$ cat src/rtl/srv1_bus_pkg.sv
// Shared definitions for the two-requester memory bus arbiter.
//   arb_state_e        : arbiter FSM state encoding
//   Owner*             : encoding of the 'owner' status output
//   DefaultStarveLimit : data grants allowed back-to-back while a fetch waits
package srv1_bus_pkg;

  typedef enum logic [1:0] {
    StIdle   = 2'd0,
    StFBusy  = 2'd1,
    StDBusy  = 2'd2,
    StLocked = 2'd3
  } arb_state_e;

  localparam logic [1:0] OwnerNone   = 2'd0;
  localparam logic [1:0] OwnerFetch  = 2'd1;
  localparam logic [1:0] OwnerData   = 2'd2;
  localparam logic [1:0] OwnerLocked = 2'd3;

  localparam int unsigned DefaultStarveLimit = 4;

endpackage

$ cat src/rtl/arb_starve_counter.sv
// Saturating counter tracking how many data grants have gone by while fetch waits.
//   clk, async_rst_n : clock, asynchronous active-low reset
//   inc              : count one data grant (ignored once saturated)
//   clr              : return to zero; wins over inc
//   sat              : count has reached LIMIT
module arb_starve_counter
  import srv1_bus_pkg::*;
#(
  parameter int unsigned LIMIT = DefaultStarveLimit
) (
  input  logic clk,
  input  logic async_rst_n,
  input  logic inc,
  input  logic clr,
  output logic sat
);

  localparam int unsigned CntW = (LIMIT < 1) ? 1 : $clog2(LIMIT + 1);
  localparam logic [CntW-1:0] LimitVal = CntW'(LIMIT);

  logic [CntW-1:0] count_q, count_d;

  always_comb begin
    count_d = count_q;
    if (clr) begin
      count_d = '0;
    end else if (inc && (count_q != LimitVal)) begin
      count_d = count_q + 1'b1;
    end
  end

  always_ff @(posedge clk or negedge async_rst_n) begin
    if (!async_rst_n) begin
      count_q <= '0;
    end else begin
      count_q <= count_d;
    end
  end

  assign sat = (count_q == LimitVal);

endmodule

$ cat src/rtl/bus_arbiter.sv
// Arbitrates a fetch port and a load/store port onto one memory port, with one
// outstanding transaction, data priority, fetch anti-starvation and bus lock.
//   clk, async_rst_n          : clock, asynchronous active-low reset
//   f_req/f_addr              : fetch read request (held until f_ack)
//   f_rdata/f_ack             : fetch read data and one-cycle completion
//   d_req/d_we/d_lock         : data request, write enable, bus lock
//   d_addr/d_wdata/d_be       : data address, write data, byte enables
//   d_rdata/d_ack             : data read data and one-cycle completion
//   m_req/m_we/m_addr/...     : registered memory request, stable until m_ack
//   m_rdata/m_ack             : memory read data and one-cycle completion
//   pipe_stall                : some requester is still waiting for its ack
//   owner                     : 0 none, 1 fetch, 2 data, 3 locked-data
module bus_arbiter
  import srv1_bus_pkg::*;
#(
  parameter int unsigned ADDR_W       = 30,
  parameter int unsigned DATA_W       = 32,
  parameter int unsigned STARVE_LIMIT = DefaultStarveLimit
) (
  input  logic              clk,
  input  logic              async_rst_n,
  input  logic              f_req,
  input  logic [ADDR_W-1:0] f_addr,
  output logic [DATA_W-1:0] f_rdata,
  output logic              f_ack,
  input  logic              d_req,
  input  logic              d_we,
  input  logic              d_lock,
  input  logic [ADDR_W-1:0] d_addr,
  input  logic [DATA_W-1:0] d_wdata,
  input  logic [3:0]        d_be,
  output logic [DATA_W-1:0] d_rdata,
  output logic              d_ack,
  output logic              m_req,
  output logic              m_we,
  output logic [ADDR_W-1:0] m_addr,
  output logic [DATA_W-1:0] m_wdata,
  output logic [3:0]        m_be,
  input  logic [DATA_W-1:0] m_rdata,
  input  logic              m_ack,
  output logic              pipe_stall,
  output logic [1:0]        owner
);

  arb_state_e state_q, state_d;
  logic       grant_f, grant_d;
  logic       lock_q;       // lock bit of the data transaction in flight
  logic       starve_sat;

  arb_starve_counter #(
    .LIMIT(STARVE_LIMIT)
  ) u_starve (
    .clk        (clk),
    .async_rst_n(async_rst_n),
    .inc        (grant_d & f_req),
    .clr        (grant_f | ~f_req),
    .sat        (starve_sat)
  );

  always_ff @(posedge clk or negedge async_rst_n) begin
    if (!async_rst_n) begin
      state_q <= StIdle;
    end else begin
      state_q <= state_d;
    end
  end

  always_comb begin
    state_d = state_q;
    grant_f = 1'b0;
    grant_d = 1'b0;
    unique case (state_q)
      StIdle: begin
        // Data normally wins; a saturated starve count hands the slot to fetch.
        if (d_req && !(f_req && starve_sat)) begin
          grant_d = 1'b1;
          state_d = StDBusy;
        end else if (f_req) begin
          grant_f = 1'b1;
          state_d = StFBusy;
        end
      end
      StFBusy: begin
        if (m_ack) state_d = StIdle;
      end
      StDBusy: begin
        if (m_ack) state_d = lock_q ? StLocked : StIdle;
      end
      StLocked: begin
        // Fetch is never served while the bus is locked.
        if (d_req) begin
          grant_d = 1'b1;
          state_d = StDBusy;
        end else if (!d_lock) begin
          state_d = StIdle;
        end
      end
    endcase
  end

  always_comb begin
    m_req = (state_q == StFBusy) || (state_q == StDBusy);
    f_ack = (state_q == StFBusy) && m_ack;
    d_ack = (state_q == StDBusy) && m_ack;
    unique case (state_q)
      StIdle:   owner = OwnerNone;
      StFBusy:  owner = OwnerFetch;
      StDBusy:  owner = OwnerData;
      StLocked: owner = OwnerLocked;
    endcase
  end

  // Request fields are only loaded on a grant, so they stay put until m_ack.
  always_ff @(posedge clk or negedge async_rst_n) begin
    if (!async_rst_n) begin
      m_we    <= 1'b0;
      m_addr  <= '0;
      m_wdata <= '0;
      m_be    <= '0;
      lock_q  <= 1'b0;
    end else if (grant_d) begin
      m_we    <= d_we;
      m_addr  <= d_addr;
      m_wdata <= d_wdata;
      m_be    <= d_be;
      lock_q  <= d_lock;
    end else if (grant_f) begin
      m_we    <= 1'b0;
      m_addr  <= f_addr;
      m_wdata <= '0;
      m_be    <= 4'hF;
      lock_q  <= 1'b0;
    end
  end

  assign f_rdata    = m_rdata;
  assign d_rdata    = m_rdata;
  assign pipe_stall = (f_req & ~f_ack) | (d_req & ~d_ack);

endmodule

$ cat config.mk
export PLATFORM = sky130hd
export DESIGN_NAME = bus_arbiter
export DESIGN_NICKNAME = d
export VERILOG_FILES = /design/src/rtl/srv1_bus_pkg.sv /design/src/rtl/arb_starve_counter.sv /design/src/rtl/bus_arbiter.sv
export SDC_FILE = /design/constraint.sdc
export NUM_CORES = 1
export LEC_CHECK = 0
export BUFFER_PORTS_ARGS = -buffer_cell sky130_fd_sc_hd__buf_2
export CAP_MARGIN = 10
export CORE_AREA = 2 2 104 106
export CTS_CLUSTER_DIAMETER = 100
export DETAILED_ROUTE_END_ITERATION = 7
export DIE_AREA = 0 0 106 108
export PLACE_DENSITY = 0.81
export SYNTH_ARGS = -nofsm -noshare
export SYNTH_HDL_FRONTEND = slang
export SYNTH_SLANG_ARGS = --single-unit
export TNS_END_PERCENT = 10
$ cat constraint.sdc
create_clock -name clk -period 2.6 [get_ports clk]
set_input_delay 0.52 -clock clk [delete_from_list [all_inputs] [get_ports clk]]
set_output_delay 0.52 -clock clk [all_outputs]
set_load 0.1 [all_outputs]
==> out/metrics.cfg, run 1 <==
[outcome]
outcome = complete, no violations

[synth]
synthCells = 388
synth_edf_count = 0
syn_nets = 529
yosysTopAreaCellShare_pct = 44.5
ys_types = 39
synth_seq_area_share_pct = 44.5
async_flop_share_pct = 100
synth.most_common_cell = dfrtp_1
syn_area_um2 = 4110
ys.warnings.count = 0
synth_top_flop_cell = dfrtp_1
synth_commonest_cells = dfrtp_1 (73), buf_4 (65), a22o_1 (34)
ys_ff_latch = 73
yosysTopAreaCell = dfrtp_1
avgSynthCellArea_um2 = 10.6
yosys-top-cells-area = dfrtp_1 (44%), buf_4 (12%), a31oi_2 (9.1%)

[routing]
drtIter0Drc = 220
wl_mm = 11.0
remaining_drc_errors = 0
via_per_inst = 5.55
wl_per_cell_um = 17.6
first_pass_iters = 4
ant_nets = 0
num_vias = 3474

[critical_path]
crit_path_max_fanout = 4
worstPathArrival_ns = 1.80
timing.critical_path.to_type = primary output
cp_cell_sequence = inv_1 > ha_1 > and2_1 > o22ai_4 > buf_2
slowest_delay_ns = 0.44
critPathLaunchType = flop
cp_slowest_cell = buf_2
cp_num_buf_inv = 2
critical_path_class = reg2out
cp.required_ns = 2.08
cp_top_family = buffers and inverters

[place]
placed_cell_area_um2 = 4580
port_buffers = 175
dp_hpwl_mm = 7.82
gp_congestion = 0.808
placed_cells = 610

[sta]
setup_viol = 0
fin_setup_tns_ns = 0
slew_headroom_pct = 39.7
period_share_pct = 89.3
tightestPinTransition_ns = 0.905
fmax_ghz = 0.431
rsz0062_at_grt = false
finClkSkew_ns = 0.00846
hold_violations = 0
drv_slew = 0
period_minus_slack_ns = 2.32

[cells_and_area]
fin_cells = 626
insertedDiodeCount = 0
stdcell_area_um2 = 4780
finalNetCount = 626
fill_cells = 971
area_growth_pct = 16.5
layout-drive-gt1-share_pct = 49.6

[clock_network]
path_clk_slew_ns = 0.09
htree_levels = 3
root_buffer = clkbuf_8
clock_path_buffers = 2
clock-sinks = 73
cts_buffers = 9
postCtsSetupRepairBufs = 0
post_cts_resized = 0
holdBufCountCts = 0
cts_tree = built
clock_latency_ns = 0.35

[floorplan]
num_rows = 37
start_util_pct = 40.1
ios = 272
dieWidth_um = 106
core_um2 = 10200
die-area_um2 = 11400
fp.dieH_um = 108

[run]
max_cap_violations = 0

[global_routing]
grt-ovfl-total = 0
grt_pass1_wl_mm = 17.0
grt_pass1_vias = 3399
antenna_found_initial = 0
grt_max_degree = 74
gr-usage-all-layers_pct = 18.9

[hold_path]
hold_class = in2async

[placed cells by master (no fill, tap or decap), drive strengths merged, types with 2 or more instances in the layout]
cell type / count
inv: 8
nand3: 31
o31ai: 2
nor2: 4
clkbuf: 9
clkinv: 2
a22o: 34
nand2: 3
a21oi: 5
nor4: 30
and2: 4
dfrtp: 73
ha: 6
or2: 2
clkinvlp: 3
a31oi: 31
o21ai: 31
nand4: 2
o22a: 6
buf: 187
[cell type report]
class	instances	area [µm²]	area share, %
Inverter	7	26.3	0.549
Timing Repair Buffer	187	968	20.3
Clock inverter	7	78.8	1.65
Clock buffer	9	124	2.59
Multi-Input combinational cell	207	1590	33.2
Sequential cell	73	1830	38.2
Tap cell	136	170	3.56
[path summary, 6_finish.rpt]
| path | from | to | slack (ns) | cells after the start |
|---|---|---|---|---|
| max in group asynchronous | async_rst_n | m_addr[18]$_DFFE_PN0P_ | 1.71 | 1 |
| setup / recovery | state_q[0]$_DFFE_PN0P_ | pipe_stall | 0.28 | 5 |
| hold / removal | async_rst_n | m_wdata[6]$_DFFE_PN0P_ | 0.30 | 1 |
| hold reg to reg | m_wdata[22]$_DFFE_PN0P_ | m_wdata[22]$_DFFE_PN0P_ | 0.50 | 1 |
| setup reg to reg | state_q[0]$_DFFE_PN0P_ | m_addr[6]$_DFFE_PN0P_ | 0.36 | 6 |
| min in group clk | d_we | m_we$_DFFE_PN0P_ | 0.38 | 2 |
[registers in the layout, summed over array words and instances (netlist names)]
signal,cells
m_wdata,32
m_addr,30
m_be,4
u_starve.count_q,3
state_q,2
lock_q,1
m_we,1
[cells by family after synthesis]
family	count (synthesis)	synth area share, %
and+or+nand+nor	84	11.8
AOI/OAI and AO/OA	117	24.3
buffers and inverters	108	17.6
DFF	73	44.5
adders and majority gates	6	1.83
[per-stage QoR]
step           hold slack, ns  worst slack, ns  util (%)
6_report                0.300            0.279      46.7
5_1_grt                 0.360            0.195      46.7
4_1_cts                 0.331            0.256      46.7
3_5_place_dp            0.476            0.373      44.8
3_3_place_gp            0.468            0.474      44.8
2_1_floorplan           0.224           0.0197         -
[worst reg2reg max path: cells and delay by family (launching register included)]
kind                     cells  cell delay [ns]
AND/OR/NAND/NOR              2             0.86
AO/OA/AOI/OAI                1             0.17
buffers and inverters        2             0.39
flip-flops                   1             0.41
adder cells (fa/ha/maj)      1             0.32
[layer usage]
metal / vias to the layer above / GRT usage (%) / share of wire (%)
li1: 1577 / - / -
met5: - / 0 / 0
met1: 1690 / 21.6 / 39
met3: 25 / 5.36 / 7.5
met4: 0 / 8.55 / 2.1
met2: 182 / 33.1 / 51
Power of run 1 is left out: the tool's default activity adds up to more than one toggle a clock period on the data nets, which glitch-free logic cannot reach.
==> inputs of run 2 (changes only) <==
==> constraint.sdc (replaced) <==
create_clock -name clk -period 2.6 [get_ports clk]
set_input_delay 0.13 -clock clk [delete_from_list [all_inputs] [get_ports clk]]
set_output_delay 0.13 -clock clk [all_outputs]
set_load 0.1 [all_outputs]
==> run 2 against run 1 <==
Flip-flop and latch count is the same. First-iteration DRC count grew 8.2%. Global-route usage grew 0.77 points. Clock-buffer cell count is the same. Setup slack gained 0.037 ns. Clock skew grew 0.0070 ns. Via count grew 3.2%. Worst hold slack lost 0.28 ns. Critical path depth grew 2. Cell area grew 5.1%. Die area is the same. Core utilization grew 2.4 points. Critical endpoint is now m_wdata[19]$_DFFE_PN0P_. Highest routed layer unchanged.
==> out/metrics.cfg, run 2 (synthesized netlist as in run 1, its figures left out) <==
[outcome]
outcome = complete, no violations

[routing]
via_per_inst = 5.53
route.met3.wl_um = 890
drtIter0Drc = 238
met1_length_mm = 4.48
remaining_drc_errors = 0
first_pass_iters = 7
ant_nets = 0
wl_met2_mm = 5.88
wl_per_cell_um = 17.8
wl_mm = 11.5
dr.max_layer_used = met4
num_vias = 3585

[critical_path]
cp_common_cell = buf_4
cp.required_ns = 2.83
crit_path_max_fanout = 36
cp_top_family = compound AO/OA/AOI/OAI gates
cp_slowest_cell = dfrtp_1
cp_num_buf_inv = 3
critPathLaunchType = flop
cp.depth = 7
slowest_delay_ns = 0.42
r2r_cells = 7
timing.critical_path.to_type = flop
critical_path_class = reg2reg
cp_cell_sequence = inv_1 > ha_1 > nand2b_1 > buf_4 > o32a_1 > buf_4 > a22o_1
worstPathArrival_ns = 2.51

[cells_and_area]
largest_reg_flops = 32
insertedDiodeCount = 0
layout_commonest_cell = buf_2
fin_cells = 648
area_growth_pct = 22.4
fill_cells = 926
layout-drive-gt1-share_pct = 47.5
top_regs = m_wdata x32, m_addr x30, m_be x4
final_cell_mix = buf_2 (174), dfrtp_1 (73), a22o_1 (34)
register_area_um2 = 1830
finalNetCount = 648
multiInputGateArea_um2 = 1580
regMostFlops = m_wdata

[place]
placed_cells = 610
gp_congestion = 0.817
pre_cts_slack_ns = 0.372
port_buffers = 175
dp_hpwl_mm = 7.51

[global_routing]
gr-usage-all-layers_pct = 19.7
grt_pass1_vias = 3561
grt_max_degree = 74
antenna_found_initial = 0
grt_pass1_wl_mm = 17.8
grt-ovfl-total = 0

[clock_network]
path_clk_slew_ns = 0.10
root_buffer = clkbuf_8
post_cts_resized = 0
cts_tree = built
postCtsSetupRepairBufs = 0
cts_buffers = 9
clock-sinks = 73
clock_latency_ns = 0.35
clock_path_buffers = 2
htree_levels = 3

[sta]
slew_headroom_pct = 37.2
tightestPinTransition_ns = 0.942
setup_viol = 0
drv_slew = 0
period_minus_slack_ns = 2.28
hold_violations = 0
fmax_ghz = 0.438
period_share_pct = 87.8
worst_slack_ns = 0.316
fin_setup_tns_ns = 0
rsz0062_at_grt = false
finClkSkew_ns = 0.0155

[floorplan]
ios = 272
core_um2 = 10200
start_util_pct = 40.1
dieWidth_um = 106
num_rows = 37
fp.dieH_um = 108
die-area_um2 = 11400

[hold_path]
holdPathStages = 2
hold_class = in2reg

[run]
max_cap_violations = 0

-- run 2: per-stage QoR --
| step | cell area, µm² | utilization, % | hold WS (ns) |
|---|---|---|---|
| 2_1_floorplan | 4110 | - | -0.166 |
| 3_3_place_gp | 4580 | 44.8 | 0.261 |
| 3_5_place_dp | 4580 | 44.8 | 0.261 |
| 4_1_cts | 5020 | 49.0 | 0.000846 |
| 5_1_grt | 5030 | 49.1 | 0.000823 |
| 6_report | 5030 | 49.1 | 0.0188 |
-- run 2: final cells by class --
class	instances	share of cell area [%]
flip-flops and latches	73	36.3
multi-input cells	207	31.4
repair buffers	209	23.9
well taps	136	3.39
clock buffers	9	2.46
clock inverters	7	1.94
inverters	7	0.523
-- run 2: path summary, 6_finish.rpt --
kind,startpoint,end,slack (ns)
setup / recovery,state_q[0]$_DFFE_PN0P_,m_wdata[19]$_DFFE_PN0P_,0.32
setup reg to reg,state_q[0]$_DFFE_PN0P_,m_wdata[19]$_DFFE_PN0P_,0.32
min in group asynchronous,async_rst_n,m_wdata[10]$_DFFE_PN0P_,0.44
max in group asynchronous,async_rst_n,m_wdata[23]$_DFFE_PN0P_,1.51
hold / removal,d_we,m_we$_DFFE_PN0P_,0.02
hold reg to reg,m_be[3]$_DFFE_PN0P_,m_be[3]$_DFFE_PN0P_,0.50
-- run 2: repair_timing --
item	CTS	global route
setup endpoints to repair	0	0
endpoints found under the hold margin	93	1
hold buffers	21	1
-- run 2: layer usage --
layer / up-vias / track usage, %
met5: - / 0
li1: 1619 / -
met1: 1724 / 22.8
met2: 208 / 35.7
met3: 34 / 4.22
met4: 0 / 7.61
Power of run 2 is left out for the same reason.
